===== src/rtl/gcd_controller.sv =====
// Control FSM for the subtractive GCD datapath: load, compare/subtract loop,
// result capture, with start/busy/done handshake, abort and iteration limit.
module gcd_controller #(
  parameter int unsigned          CNT_W    = 16,
  parameter logic [CNT_W-1:0]     MAX_ITER = CNT_W'(16'hFFFF)
) (
  input  logic             clk,
  input  logic             reset,
  input  logic             start,
  input  logic             abort,
  input  logic             eq_flag,
  input  logic             if_flag,
  output logic             x_sel,
  output logic             y_sel,
  output logic             x_load,
  output logic             y_load,
  output logic             gcd_load,
  output logic             busy,
  output logic             done,
  output logic             error,
  output logic [CNT_W-1:0] iter_count
);

  typedef enum logic [2:0] {
    IDLE  = 3'd0,
    LOAD  = 3'd1,
    CMP   = 3'd2,
    SUBX  = 3'd3,
    SUBY  = 3'd4,
    STORE = 3'd5,
    DONE  = 3'd6,
    ERR   = 3'd7
  } state_t;

  state_t state, state_nx;

  always_comb begin
    state_nx = state;
    if (abort) begin
      state_nx = IDLE;
    end else begin
      case (state)
        IDLE:  if (start) state_nx = LOAD;
        LOAD:  state_nx = CMP;
        CMP: begin
          if (eq_flag)                  state_nx = STORE;
          else if (iter_count == MAX_ITER) state_nx = ERR;
          else if (if_flag)             state_nx = SUBY;
          else                          state_nx = SUBX;
        end
        SUBX:  state_nx = CMP;
        SUBY:  state_nx = CMP;
        STORE: state_nx = DONE;
        DONE:  state_nx = IDLE;
        ERR:   state_nx = IDLE;
        default: state_nx = IDLE;
      endcase
    end
  end

  // A subtract step aborted mid-cycle still counts: its load strobe was
  // already asserted, so the datapath register updates on that same edge.
  always_ff @(posedge clk or negedge reset) begin
    if (!reset) begin
      state      <= IDLE;
      iter_count <= '0;
    end else begin
      state <= state_nx;
      case (state)
        LOAD: if (!abort) iter_count <= '0;
        SUBX, SUBY: if (iter_count != '1) iter_count <= iter_count + CNT_W'(1);
        default: ;
      endcase
    end
  end

  always_comb begin
    x_sel    = 1'b0;
    y_sel    = 1'b0;
    x_load   = 1'b0;
    y_load   = 1'b0;
    gcd_load = 1'b0;
    done     = 1'b0;
    error    = 1'b0;
    busy     = (state != IDLE);
    case (state)
      LOAD: begin
        x_load = 1'b1;
        y_load = 1'b1;
      end
      SUBX: begin
        x_sel  = 1'b1;
        x_load = 1'b1;
      end
      SUBY: begin
        y_sel  = 1'b1;
        y_load = 1'b1;
      end
      STORE: gcd_load = 1'b1;
      DONE:  done = 1'b1;
      ERR: begin
        done  = 1'b1;
        error = 1'b1;
      end
      default: ;
    endcase
  end

endmodule


===== config.mk =====
export PLATFORM = sky130hd
export DESIGN_NAME = gcd_controller
export DESIGN_NICKNAME = d
export VERILOG_FILES = /design/src/rtl/gcd_controller.sv
export SDC_FILE = /design/constraint.sdc
export NUM_CORES = 1
export LEC_CHECK = 0
export CAP_MARGIN = 20
export CORE_ASPECT_RATIO = 1.5
export CORE_UTILIZATION = 48
export CTS_CLUSTER_SIZE = 30
export DETAILED_ROUTE_END_ITERATION = 10
export GPL_TIMING_DRIVEN = 0
export PLACE_DENSITY = 0.79
export SYNTH_ARGS = -nofsm -noshare
export SYNTH_HDL_FRONTEND = slang
export SYNTH_SLANG_ARGS = --single-unit

===== constraint.sdc =====
create_clock -name clk -period 2 [get_ports clk]
set_input_delay 0.5 -clock clk [delete_from_list [all_inputs] [get_ports clk]]
set_output_delay 0.5 -clock clk [all_outputs]
set_load 0.01 [all_outputs]

==> flow_summary.rst, run 1 <==
.. list-table::
   :header-rows: 1

   * - Metric
     - Value
   * - Status
     - finished clean
   * - Post-place instance area
     - 0.00150 sq mm
   * - Most used standard cell by instance count after synthesis
     - sky130_fd_sc_hd__dfrtp_1
   * - Endpoint required time on the critical path
     - 1.50 ns
   * - Critical path cell sequence
     - buf_6 -> or3_2 -> buf_2
   * - Global-route congestion overflow total
     - 0
   * - Post-detailed-route count of antenna-violating nets
     - 0
   * - HPWL after DPL
     - 2.10 mm
   * - Longest Clk Path Bufs
     - 2
   * - Placed Instances
     - 177
   * - Number of distinct standard cells referenced by the synthesized netlist
     - 41
   * - Cell accounting for the most synthesized area
     - sky130_fd_sc_hd__dfrtp_1
   * - Initial core utilization
     - 51.8%
   * - Switching power share of the total
     - 31.4%
   * - Detailed Route WL
     - 3.04 mm
   * - Share of flip-flops with an asynchronous set or reset
     - 100%
   * - Overall die area
     - 0.00267 sq mm
   * - Vias in the first global route
     - 1235
   * - Power density over cell area
     - 588 mW/mm^2
   * - Number of hold-repair buffers added at the cts stage
     - 0
   * - Critical Path End Type
     - output pin
   * - Share of the yosys chip area belonging to registers
     - 40.2%
   * - Maximum fanout along the worst path
     - 7
   * - Yosys top cell area share
     - 40.2%
   * - Power share of the combinational group
     - 29.4%
   * - Yosys warns
     - 0
   * - Maximum number of pins on one net before global-route repair
     - 20
   * - Ports placed on the boundary
     - 30
   * - Gpl congestion
     - 0.867
   * - Total global-route track usage
     - 25.5%
   * - Leading post-synthesis cells by cell area
     - sky130_fd_sc_hd__dfrtp_1 40%, sky130_fd_sc_hd__mux2i_1 5.9%, sky130_fd_sc_hd__nand2_1 4.8%, sky130_fd_sc_hd__o31ai_1 3.2%, sky130_fd_sc_hd__nand4_1 2.6%
   * - Count of endpoints failing setup in the final report
     - 0
   * - Family with the most delay on the worst path
     - simple AND/OR/NAND/NOR gates
   * - Seq pwr share
     - 49.4%
   * - Num CTS Buffers
     - 3
   * - Count of buffering cells on the critical path with inverters included
     - 2
   * - Element type at the critical path start
     - flip-flop
   * - Synth Cell Area
     - 0.00118 sq mm
   * - Most frequently used flop master after synthesis
     - sky130_fd_sc_hd__dfrtp_1
   * - Peak per-stage delay on the critical path
     - 0.46 ns
   * - Worst supply voltage drop on vdd
     - 0.458 mV
   * - Detailed-route vias per instance
     - 6.37
   * - Detailed Route Iter0 Violations
     - 39
   * - Number of remaining DRC errors
     - 0
   * - Num rows
     - 21
   * - Port Buffers
     - 29
   * - Worst setup path class
     - flip-flop to output pin
   * - Number of pins with negative max-slew slack in the final report
     - 0
   * - Final Instance Count excl. Fillers
     - 189
   * - Clock tree skew after final layout
     - 0.000818 ns
   * - Unrepaired setup endpoints after global routing
     - no
   * - Vertical die dimension
     - 62.8 um
   * - # nets final
     - 174
   * - Total number of vias
     - 1204
   * - EDFF count, synth
     - 0
   * - Leading cell types by count after synthesis
     - 19 x sky130_fd_sc_hd__dfrtp_1, 15 x sky130_fd_sc_hd__nand2_1, 7 x sky130_fd_sc_hd__mux2i_1, 7 x sky130_fd_sc_hd__nor2_1
   * - Layout area overhead
     - 35.4%
   * - Highest achievable clock rate
     - 513 MHz
   * - Ant diodes
     - 0
   * - Maximum Capacitance Violations
     - 0
   * - Tightest Pin Transition
     - 0.872 ns
   * - #FFs+latches synth
     - 19
   * - Clock tree from TritonCTS
     - yes
   * - Wirelength per Cell
     - 16.1 um
   * - Power Internal
     - 647 uW
   * - Width of the chip
     - 42.5 um
   * - H-tree lvl count
     - 1
   * - Net count after synthesis
     - 132
   * - Fin Hold WS
     - 0.578 ns
   * - Class of the worst hold path
     - flip-flop to flip-flop
   * - Period Utilization, post-route
     - 97.5%
   * - Part of the power in the clock network
     - 21.2%
   * - Area of the core
     - 0.00229 sq mm
   * - Slowest-stage cell, CP
     - sky130_fd_sc_hd__or3_2
   * - Power spent charging and discharging nets
     - 296 uW
   * - Cell count after synthesis
     - 125
   * - Fraction of layout instances using a drive strength above 1
     - 19.9%
   * - Average cell area after synthesis
     - 9.47 sq um
   * - Hold violation total from the final report
     - 0
   * - Final min period
     - 1.95 ns
   * - Iteration count of the initial detailed-routing pass
     - 4
   * - Clock insertion delay at the later pin of the skew report
     - 0.30 ns
   * - Layout Cell Area excl Fill
     - 0.00160 sq mm
   * - Sink count of the clock tree
     - 19
   * - Headroom to the max-slew limit
     - 41.7%
   * - Initial antenna violation count
     - 0
   * - Register clock-pin slew on the reported worst setup and hold paths
     - 0.11 ns
   * - Critical Path AT
     - 1.45 ns
   * - Cell leakage power
     - 0.720 nW
   * - First-pass GRT wire length
     - 5.29 mm
   * - Clock Tree Root
     - sky130_fd_sc_hd__clkbuf_4
==> metal layers <==
| metal | track usage (%) | routed length [um] | vias to the layer above |
|---|---|---|---|
| met5 | 0 | 0 | - |
| met4 | 14.5 | 92 | 0 |
| met3 | 4.05 | 136 | 9 |
| met2 | 44.0 | 1580 | 48 |
| met1 | 28.6 | 1230 | 583 |
| li1 | - | - | 564 |
==> final timing paths <==
kind	startpoint	end	slack [ns]	cells past startpoint
max reg2reg	state[1]$_DFFE_PN0P_	iter_count[9]$_DFFE_PN0P_	0.17	6
min	iter_count[4]$_DFFE_PN0P_	iter_count[4]$_DFFE_PN0P_	0.58	1
max	state[1]$_DFFE_PN0P_	busy	0.05	3
min reg2reg	iter_count[4]$_DFFE_PN0P_	iter_count[4]$_DFFE_PN0P_	0.58	1
min in group asynchronous	reset	iter_count[15]$_DFFE_PN0P_	0.68	1
max in group asynchronous	reset	state[0]$_DFFE_PN0P_	0.73	1
==> flip-flops by register name, indices dropped and copies added (netlist names) <==
register    cells
iter_count     16
state           3
==> layout make-up <==
class,count,area [sq um]
multi-input cells,100,689
fillers,189,683
flip-flops and latches,19,480
repair buffers,37,337
plain buffers,4,33.8
well taps,23,28.8
clock buffers,4,26.3
inverters,2,7.51
==> logic make-up after synthesis <==
| family | after synthesis | share of synthesized area, % |
|---|---|---|
| DFF | 19 | 40.2 |
| muxes | 7 | 5.92 |
| and+or+nand+nor | 64 | 32.1 |
| AOI/OAI and AO/OA | 27 | 17.0 |
| xor gates and xnor gates | 1 | 0.740 |
| adders and majority gates | 1 | 1.06 |
| buffers and inverters | 6 | 2.96 |
==> timing repair <==
action                     CTS  global route
pin swaps                    1             1
setup buffers                3             5
resized for setup           17             3
hold endpoints to repair     0             0
gates cloned                 0             0
setup endpoints to repair   20            13
==> layout by cell type (no fill, tap or decap), types with 2 or more instances in the layout <==
master / netlist / routed
sky130_fd_sc_hd__clkdlybuf4s50_1: 0 / 21
sky130_fd_sc_hd__nand2_1: 15 / 15
sky130_fd_sc_hd__dfrtp_1: 19 / 15
sky130_fd_sc_hd__buf_4: 1 / 9
sky130_fd_sc_hd__nor2_1: 7 / 7
sky130_fd_sc_hd__mux2i_1: 7 / 7
sky130_fd_sc_hd__dlygate4sd2_1: 0 / 7
sky130_fd_sc_hd__a21oi_1: 6 / 6
sky130_fd_sc_hd__o21ai_0: 6 / 6
sky130_fd_sc_hd__nand4_1: 5 / 5
sky130_fd_sc_hd__nand3_1: 5 / 5
sky130_fd_sc_hd__o31ai_1: 5 / 5
sky130_fd_sc_hd__or4_1: 4 / 4
sky130_fd_sc_hd__and2_1: 4 / 4
sky130_fd_sc_hd__dfrtp_2: 0 / 4
sky130_fd_sc_hd__and3_2: 3 / 3
sky130_fd_sc_hd__clkbuf_4: 0 / 3
sky130_fd_sc_hd__buf_6: 1 / 2
sky130_fd_sc_hd__or3_2: 2 / 2
sky130_fd_sc_hd__clkbuf_1: 1 / 2
sky130_fd_sc_hd__nor3_1: 2 / 2
sky130_fd_sc_hd__or3_1: 2 / 2
sky130_fd_sc_hd__nand3b_1: 2 / 2
sky130_fd_sc_hd__and4_1: 3 / 2
sky130_fd_sc_hd__inv_1: 2 / 2
sky130_fd_sc_hd__a31oi_1: 2 / 2
sky130_fd_sc_hd__a211oi_1: 2 / 2
==> worst reg2reg max path: stages (launching register included) <==
cell and delay [ns]:
sky130_fd_sc_hd__dfrtp_1 0.40, sky130_fd_sc_hd__buf_6 0.14, sky130_fd_sc_hd__nor3b_4 0.19, sky130_fd_sc_hd__buf_4 0.18, sky130_fd_sc_hd__o2111ai_4 0.17, sky130_fd_sc_hd__or4_1 0.53, sky130_fd_sc_hd__a21oi_1 0.14
==> metrics by stage <==
step	util, %	TNS (ns)	setup slack, ns	power [mW]
after CTS	68.2	0	0.0185	0.895
final	70.1	0	0.0505	0.943
after floorplan	-	0	0.171	0.573
after global routing	70.1	0	0.00557	0.995
after detailed placement	65.7	-1.25	-0.203	0.698
after global placement	65.7	-0.684	-0.143	0.689
==> power by group through the flow <==
| stage | sequential (mW) | clock, mW | combinational (mW) |
|---|---|---|---|
| after global placement | 0.487 | 0 | 0.201 |
| after global routing | 0.471 | 0.223 | 0.301 |
| after CTS | 0.488 | 0.202 | 0.206 |
| after detailed placement | 0.491 | 0 | 0.207 |
| final | 0.466 | 0.200 | 0.277 |
| after floorplan | 0.490 | 0 | 0.0828 |
(Power assumes the default switching activity.)
==> inputs of run 2 (changes only) <==
--- a/config.mk
+++ b/config.mk
@@ -12,6 +12,7 @@
 export DETAILED_ROUTE_END_ITERATION = 10
 export GPL_TIMING_DRIVEN = 0
 export PLACE_DENSITY = 0.79
+export SKIP_CTS_REPAIR_TIMING = 1
 export SYNTH_ARGS = -nofsm -noshare
 export SYNTH_HDL_FRONTEND = slang
 export SYNTH_SLANG_ARGS = --single-unit
==> flow_summary.rst, run 2 (synthesized netlist as in run 1, its figures left out) <==
.. list-table::
   :header-rows: 1

   * - Metric
     - Value
   * - Status
     - finished clean (unchanged)
   * - Register clock-pin slew on the reported worst setup and hold paths
     - 0.11 ns (about the same)
   * - Wirelength per Cell
     - 16.6 um (was 16.1 um)
   * - Vias in the first global route
     - 1173 (was 1235)
   * - First-pass GRT wire length
     - 5.11 mm (was 5.29 mm)
   * - Ports placed on the boundary
     - 30 (unchanged)
   * - Maximum number of pins on one net before global-route repair
     - 20 (unchanged)
   * - Power density over cell area
     - 568 mW/mm^2 (was 588 mW/mm^2)
   * - Worst setup path class
     - flip-flop to output pin (unchanged)
   * - Gpl congestion
     - 0.867 (unchanged)
   * - Num CTS Buffers
     - 3 (unchanged)
   * - Highest achievable clock rate
     - 512 MHz (was 513 MHz)
   * - Storage element area
     - 480 sq um (unchanged)
   * - Global-route congestion overflow total
     - 0 (unchanged)
   * - Number of remaining DRC errors
     - 0 (unchanged)
   * - Maximum fanout along the worst path
     - 10 (was 7)
   * - Clock tree from TritonCTS
     - yes (unchanged)
   * - Biggest regs
     - iter_count x16, state x3 (unchanged)
   * - Hold violation total from the final report
     - 0 (unchanged)
   * - Clock Tree Root
     - sky130_fd_sc_hd__clkbuf_4 (unchanged)
   * - Max reg flops
     - 16 (unchanged)
   * - Maximum Capacitance Violations
     - 0 (unchanged)
   * - Sink count of the clock tree
     - 19 (unchanged)
   * - Post-detailed-route count of antenna-violating nets
     - 0 (unchanged)
   * - Final Instance Count excl. Fillers
     - 186 (was 189)
   * - HPWL after DPL
     - 2.10 mm (unchanged)
   * - Placed Instances
     - 177 (unchanged)
   * - Class of the worst hold path
     - flip-flop to flip-flop (unchanged)
   * - Most common cell after layout, fill and taps aside
     - sky130_fd_sc_hd__clkdlybuf4s50_1 (unchanged)
   * - Final core utilization
     - 70.2% (was 70.1%)
   * - Area of the core
     - 0.00229 sq mm (unchanged)
   * - Count of buffering cells on the critical path with inverters included
     - 2 (unchanged)
   * - Initial core utilization
     - 51.8% (unchanged)
   * - Width of the chip
     - 42.5 um (unchanged)
   * - Commonest non-fill, non-tap cells in the layout
     - 21 x sky130_fd_sc_hd__clkdlybuf4s50_1, 15 x sky130_fd_sc_hd__nand2_1, 15 x sky130_fd_sc_hd__dfrtp_1 (unchanged)
   * - Worst Setup Slack post-DPL
     - -0.203 ns (unchanged)
   * - Fillers
     - 195 (was 189)
   * - # nets final
     - 171 (was 174)
   * - Iteration count of the initial detailed-routing pass
     - 5 (was 4)
   * - Cell leakage power
     - 0.795 nW (was 0.720 nW)
   * - Slowest-stage cell, CP
     - sky130_fd_sc_hd__or3_2 (unchanged)
   * - Area of the multi-input gates
     - 689 sq um (unchanged)
   * - Total number of vias
     - 1199 (was 1204)
   * - Fraction of layout instances using a drive strength above 1
     - 18.4% (was 19.9%)
   * - Detailed Route WL
     - 3.08 mm (was 3.04 mm)
   * - Family with the most delay on the worst path
     - simple AND/OR/NAND/NOR gates (unchanged)
   * - Initial antenna violation count
     - 0 (unchanged)
   * - Endpoint required time on the critical path
     - 1.50 ns (about the same)
   * - Clock insertion delay at the later pin of the skew report
     - 0.30 ns (about the same)
   * - Clock tree skew after final layout
     - 0.00348 ns (was 0.000818 ns)
   * - Number of cells on the worst reg-to-reg path
     - 5 (was 6)
   * - Headroom to the max-slew limit
     - 40.8% (was 41.7%)
   * - Final min period
     - 1.95 ns (about the same)
   * - Overall die area
     - 0.00267 sq mm (unchanged)
   * - Startpoint of the worst-slack reg-to-reg timing path
     - iter_count[1]$_DFFE_PN0P_ (was state[1]$_DFFE_PN0P_)
   * - Register-to-register setup slack
     - 0.08 ns (was 0.17 ns)
   * - Detailed-route vias per instance
     - 6.45 (was 6.37)
   * - Worst supply voltage drop on vdd
     - 0.496 mV (was 0.458 mV)
   * - Critical Path AT
     - 1.45 ns (about the same)
   * - Vertical die dimension
     - 62.8 um (unchanged)
   * - Hold Path Sink
     - iter_count[4]$_DFFE_PN0P_ (unchanged)
   * - Layout area overhead
     - 35.5% (was 35.4%)
   * - Total global-route track usage
     - 24.5% (was 25.5%)
   * - Longest Clk Path Bufs
     - 2 (unchanged)
   * - Slack of the critical path
     - 0.0486 ns (was 0.0505 ns)
   * - Tightest Pin Transition
     - 0.885 ns (was 0.872 ns)
   * - Number of pins with negative max-slew slack in the final report
     - 0 (unchanged)
   * - Critical path cell sequence
     - buf_6 -> or3_2 -> clkbuf_2 (was buf_6 -> or3_2 -> buf_2)
   * - Peak per-stage delay on the critical path
     - 0.47 ns (was 0.46 ns)
   * - H-tree lvl count
     - 1 (unchanged)
   * - Num rows
     - 21 (unchanged)
   * - Detailed Route Iter0 Violations
     - 49 (was 39)
   * - Element type at the critical path start
     - flip-flop (unchanged)
   * - Period Utilization, post-route
     - 97.6% (was 97.5%)
   * - Critical Path End Type
     - output pin (unchanged)
   * - Count of endpoints failing setup in the final report
     - 0 (unchanged)
   * - Port Buffers
     - 29 (unchanged)
   * - Count of cells along the worst hold path
     - 1 (unchanged)
   * - Ant diodes
     - 0 (unchanged)
   * - FF-to-FF End
     - iter_count[2]$_DFFE_PN0P_ (was iter_count[9]$_DFFE_PN0P_)
   * - Reg with most FFs
     - iter_count (unchanged)
   * - Startpoint of the lowest-slack hold path
     - iter_count[4]$_DFFE_PN0P_ (unchanged)
==> run 2: cell types whose count changed in the layout (fill, tap and decap cells not counted) <==
cell,previous run,this run
sky130_fd_sc_hd__buf_4,9,5
sky130_fd_sc_hd__dlymetal6s2s_1,0,7
sky130_fd_sc_hd__dlygate4sd2_1,7,0
sky130_fd_sc_hd__buf_2,1,0
sky130_fd_sc_hd__clkbuf_2,0,2
==> run 2: final cells by class <==
type / count / share of cell area (%)
Buffer: 4 / 2.11
Inverter: 2 / 0.468
Clock buffer: 4 / 1.64
Timing Repair Buffer: 34 / 21.1
Tap cell: 23 / 1.79
Multi-Input combinational cell: 100 / 43.0
Sequential cell: 19 / 30.0
==> run 2: worst max path at each step <==
stage,startpoint,endpoint,slack (ns),cells past startpoint
CTS,state[1]$_DFFE_PN0P_,y_sel,-0.34,3
detailed placement,iter_count[0]$_DFFE_PN0P_,state[1]$_DFFE_PN0P_,-0.20,6
global placement,iter_count[0]$_DFFE_PN0P_,state[1]$_DFFE_PN0P_,-0.14,6
global route,iter_count[1]$_DFFE_PN0P_,state[1]$_DFFE_PN0P_,-0.02,6
floorplan,iter_count[0]$_DFFE_PN0P_,state[1]$_DFFE_PN0P_,0.17,6
finish,state[1]$_DFFE_PN0P_,busy,0.05,3
==> run 2: metal layers <==
layer | part of all wire [%] | GRT usage [%] | wire (um) | up-vias
li1 | - | - | - | 555
met1 | 39 | 27.9 | 1200 | 567
met4 | 3.3 | 11.7 | 102 | 0
met5 | 0 | 0 | 0 | -
met2 | 52 | 42.5 | 1600 | 61
met3 | 5.7 | 4.91 | 176 | 16
==> run 2: where the power goes <==
group / switching (mW) / internal, mW / leakage [nW]
Sequential: 0.0565 / 0.421 / 0.256
Clock: 0.121 / 0.0777 / 0.0150
Combinational: 0.110 / 0.124 / 0.524
==> run 2: stage by stage <==
| step | power [mW] | setup TNS [ns] | instance area, sq um | hold slack (ns) |
|---|---|---|---|---|
| 6_report | 0.911 | 0 | 1600 | 0.573 |
| 2_1_floorplan | 0.573 | 0 | 1180 | 0.204 |
| 3_3_place_gp | 0.689 | -0.684 | 1500 | 0.542 |
| 5_1_grt | 0.968 | -0.0161 | 1600 | 0.610 |
| 3_5_place_dp | 0.698 | -1.25 | 1500 | 0.563 |
| 4_1_cts | 0.896 | -3.19 | 1530 | 0.578 |
==> inputs of run 3 (changes only) <==
--- a/config.mk
+++ b/config.mk
@@ -7,11 +7,11 @@
 export LEC_CHECK = 0
 export CAP_MARGIN = 20
 export CORE_ASPECT_RATIO = 1.5
-export CORE_UTILIZATION = 48
+export CORE_UTILIZATION = 30
 export CTS_CLUSTER_SIZE = 30
 export DETAILED_ROUTE_END_ITERATION = 10
 export GPL_TIMING_DRIVEN = 0
-export PLACE_DENSITY = 0.79
+export PLACE_DENSITY = 0.54
 export SKIP_CTS_REPAIR_TIMING = 1
 export SYNTH_ARGS = -nofsm -noshare
 export SYNTH_HDL_FRONTEND = slang
==> flow_summary.rst, run 3 (synthesized netlist as in run 1, its figures left out) <==
.. list-table::
   :header-rows: 1

   * - Metric
     - Value
   * - Overall die area
     - 0.00421 sq mm (was 0.00267 sq mm)
   * - Commonest non-fill, non-tap cells in the layout
     - 21 x sky130_fd_sc_hd__clkdlybuf4s50_1, 15 x sky130_fd_sc_hd__nand2_1, 15 x sky130_fd_sc_hd__dfrtp_1 (unchanged)
   * - Power spent charging and discharging nets
     - 296 uW (was 288 uW)
   * - Part of the power in the clock network
     - 28.3% (was 21.9%)
   * - Highest achievable clock rate
     - 515 MHz (was 512 MHz)
   * - Longest Clk Path Bufs
     - 2 (unchanged)
   * - # nets final
     - 173 (was 171)
   * - First-pass GRT wire length
     - 4.93 mm (was 5.11 mm)
   * - Max reg flops
     - 16 (unchanged)
   * - Ports placed on the boundary
     - 30 (unchanged)
   * - H-tree lvl count
     - 1 (unchanged)
   * - Seq pwr share
     - 49.9% (was 52.4%)
   * - Final min period
     - 1.94 ns (was 1.95 ns)
   * - Cell leakage power
     - 0.815 nW (was 0.795 nW)
   * - Final Instance Count excl. Fillers
     - 208 (was 186)
   * - Number of pins with negative max-slew slack in the final report
     - 0 (unchanged)
   * - Wirelength per Cell
     - 15.8 um (was 16.6 um)
   * - Clock tree from TritonCTS
     - yes (unchanged)
   * - Number of remaining DRC errors
     - 0 (unchanged)
   * - Placed Instances
     - 197 (was 177)
   * - Ant diodes
     - 0 (unchanged)
   * - Iteration count of the initial detailed-routing pass
     - 4 (was 5)
   * - Headroom to the max-slew limit
     - 40.8% (about the same)
   * - Total global-route track usage
     - 16.1% (was 24.5%)
   * - Tightest Pin Transition
     - 0.885 ns (about the same)
   * - Critical Path End Type
     - flip-flop (was output pin)
   * - Layout area overhead
     - 42.7% (was 35.5%)
   * - Area of the core
     - 0.00372 sq mm (was 0.00229 sq mm)
   * - Maximum number of pins on one net before global-route repair
     - 20 (unchanged)
   * - Maximum Capacitance Violations
     - 0 (unchanged)
   * - Num CTS Buffers
     - 3 (unchanged)
   * - Status
     - finished clean (unchanged)
   * - Power after layout
     - 977 uW (was 911 uW)
   * - Detailed Route WL
     - 3.29 mm (was 3.08 mm)
   * - Post-detailed-route count of antenna-violating nets
     - 0 (unchanged)
   * - Initial antenna violation count
     - 0 (unchanged)
   * - Clock tree skew after final layout
     - 0.00284 ns (was 0.00348 ns)
   * - Worst setup path class
     - flip-flop to flip-flop (was flip-flop to output pin)
   * - Reg with most FFs
     - iter_count (unchanged)
   * - Endpoint required time on the critical path
     - 2.19 ns (was 1.50 ns)
   * - Gpl congestion
     - 0.751 (was 0.867)
   * - Maximum fanout along the worst path
     - 10 (unchanged)
   * - HPWL after DPL
     - 2.27 mm (was 2.10 mm)
   * - Period Utilization, post-route
     - 97.0% (was 97.6%)
   * - Register clock-pin slew on the reported worst setup and hold paths
     - 0.07 ns (was 0.11 ns)
   * - Power density over cell area
     - 578 mW/mm^2 (was 568 mW/mm^2)
   * - Vertical die dimension
     - 78.9 um (was 62.8 um)
   * - Biggest regs
     - iter_count x16, state x3 (unchanged)
   * - Class of the worst hold path
     - flip-flop to flip-flop (unchanged)
   * - Fraction of layout instances using a drive strength above 1
     - 22.4% (was 18.4%)
   * - Width of the chip
     - 53.3 um (was 42.5 um)
   * - Port Buffers
     - 29 (unchanged)
   * - Num rows
     - 27 (was 21)
   * - Worst supply voltage drop on vdd
     - 0.321 mV (was 0.496 mV)
   * - Power share of the combinational group
     - 21.9% (was 25.8%)
   * - Vias in the first global route
     - 1029 (was 1173)
   * - Count of endpoints failing setup in the final report
     - 0 (unchanged)
   * - Power Internal
     - 681 uW (was 623 uW)
   * - Total number of vias
     - 1131 (was 1199)
   * - Critical Path AT
     - 2.13 ns (was 1.45 ns)
   * - Switching power share of the total
     - 30.3% (was 31.6%)
   * - Most common cell after layout, fill and taps aside
     - sky130_fd_sc_hd__clkdlybuf4s50_1 (unchanged)
   * - Global-route congestion overflow total
     - 0 (unchanged)
   * - Clock insertion delay at the later pin of the skew report
     - 0.26 ns (was 0.30 ns)
   * - Detailed-route vias per instance
     - 5.44 (was 6.45)
   * - Sink count of the clock tree
     - 19 (unchanged)
   * - Hold violation total from the final report
     - 0 (unchanged)
   * - Detailed Route Iter0 Violations
     - 20 (was 49)
   * - Initial core utilization
     - 31.9% (was 51.8%)
   * - Clock Tree Root
     - sky130_fd_sc_hd__clkbuf_8 (was sky130_fd_sc_hd__clkbuf_4)
   * - Element type at the critical path start
     - flip-flop (unchanged)
[run 3: cell types whose count changed in the layout (fill, tap and decap cells not counted), sizes merged]
cell and delta:
buf +3, clkbuf -1
[run 3: cell type report]
class | count | area, sq um
clock buffers | 4 | 45.0
inverters | 2 | 7.51
plain buffers | 4 | 33.8
multi-input cells | 100 | 713
fillers | 385 | 2030
well taps | 43 | 53.8
repair buffers | 36 | 355
flip-flops and latches | 19 | 480
[run 3: path summary, 6_finish.rpt]
path | start | slack, ns | to | cells past startpoint
setup / recovery | state[1]$_DFFE_PN0P_ | 0.06 | iter_count[7]$_DFFE_PN0P_ | 7
hold / removal | iter_count[4]$_DFFE_PN0P_ | 0.55 | iter_count[4]$_DFFE_PN0P_ | 1
setup reg to reg | state[1]$_DFFE_PN0P_ | 0.06 | iter_count[7]$_DFFE_PN0P_ | 7
hold reg to reg | iter_count[4]$_DFFE_PN0P_ | 0.55 | iter_count[4]$_DFFE_PN0P_ | 1
max in group asynchronous | reset | 0.66 | state[0]$_DFFE_PN0P_ | 1
min in group asynchronous | reset | 0.74 | iter_count[15]$_DFFE_PN0P_ | 1
[run 3: per-stage QoR]
stage	hold WS (ns)	TNS, ns	setup slack, ns	instance area (sq um)	util (%)
finish	0.554	0	0.0598	1690	45.5
global route	0.596	-0.0145	-0.0145	1690	45.5
CTS	0.559	-3.04	-0.322	1570	42.3
detailed placement	0.546	-1.72	-0.252	1530	41.1
global placement	0.545	-1.69	-0.231	1530	41.1
floorplan	0.204	0	0.171	1180	-
[run 3: layer usage]
layer,wire (um),global-route usage (%),share of wire (%),vias up
met4,49,6.32,1.5,0
met5,0,0,0,-
met1,1340,18.4,41,546
li1,-,-,-,557
met2,1820,28.5,55,23
met3,83,2.30,2.5,5
[run 3: worst max-delay path, stage by stage, from the launching register on]
cell and delay (ns):
sky130_fd_sc_hd__dfrtp_1 0.39, sky130_fd_sc_hd__buf_6 0.14, sky130_fd_sc_hd__nor3b_4 0.19, sky130_fd_sc_hd__buf_4 0.15, sky130_fd_sc_hd__buf_4 0.11, sky130_fd_sc_hd__o2111ai_4 0.19
sky130_fd_sc_hd__or4_4 0.56, sky130_fd_sc_hd__a21oi_2 0.13
[run 3: power by group through the flow]
stage	sequential (mW)	combinational, mW	clock (mW)
6_report	0.487	0.214	0.276
2_1_floorplan	0.490	0.0828	0
3_5_place_dp	0.492	0.207	0
3_3_place_gp	0.489	0.205	0
5_1_grt	0.496	0.232	0.303
4_1_cts	0.484	0.208	0.284
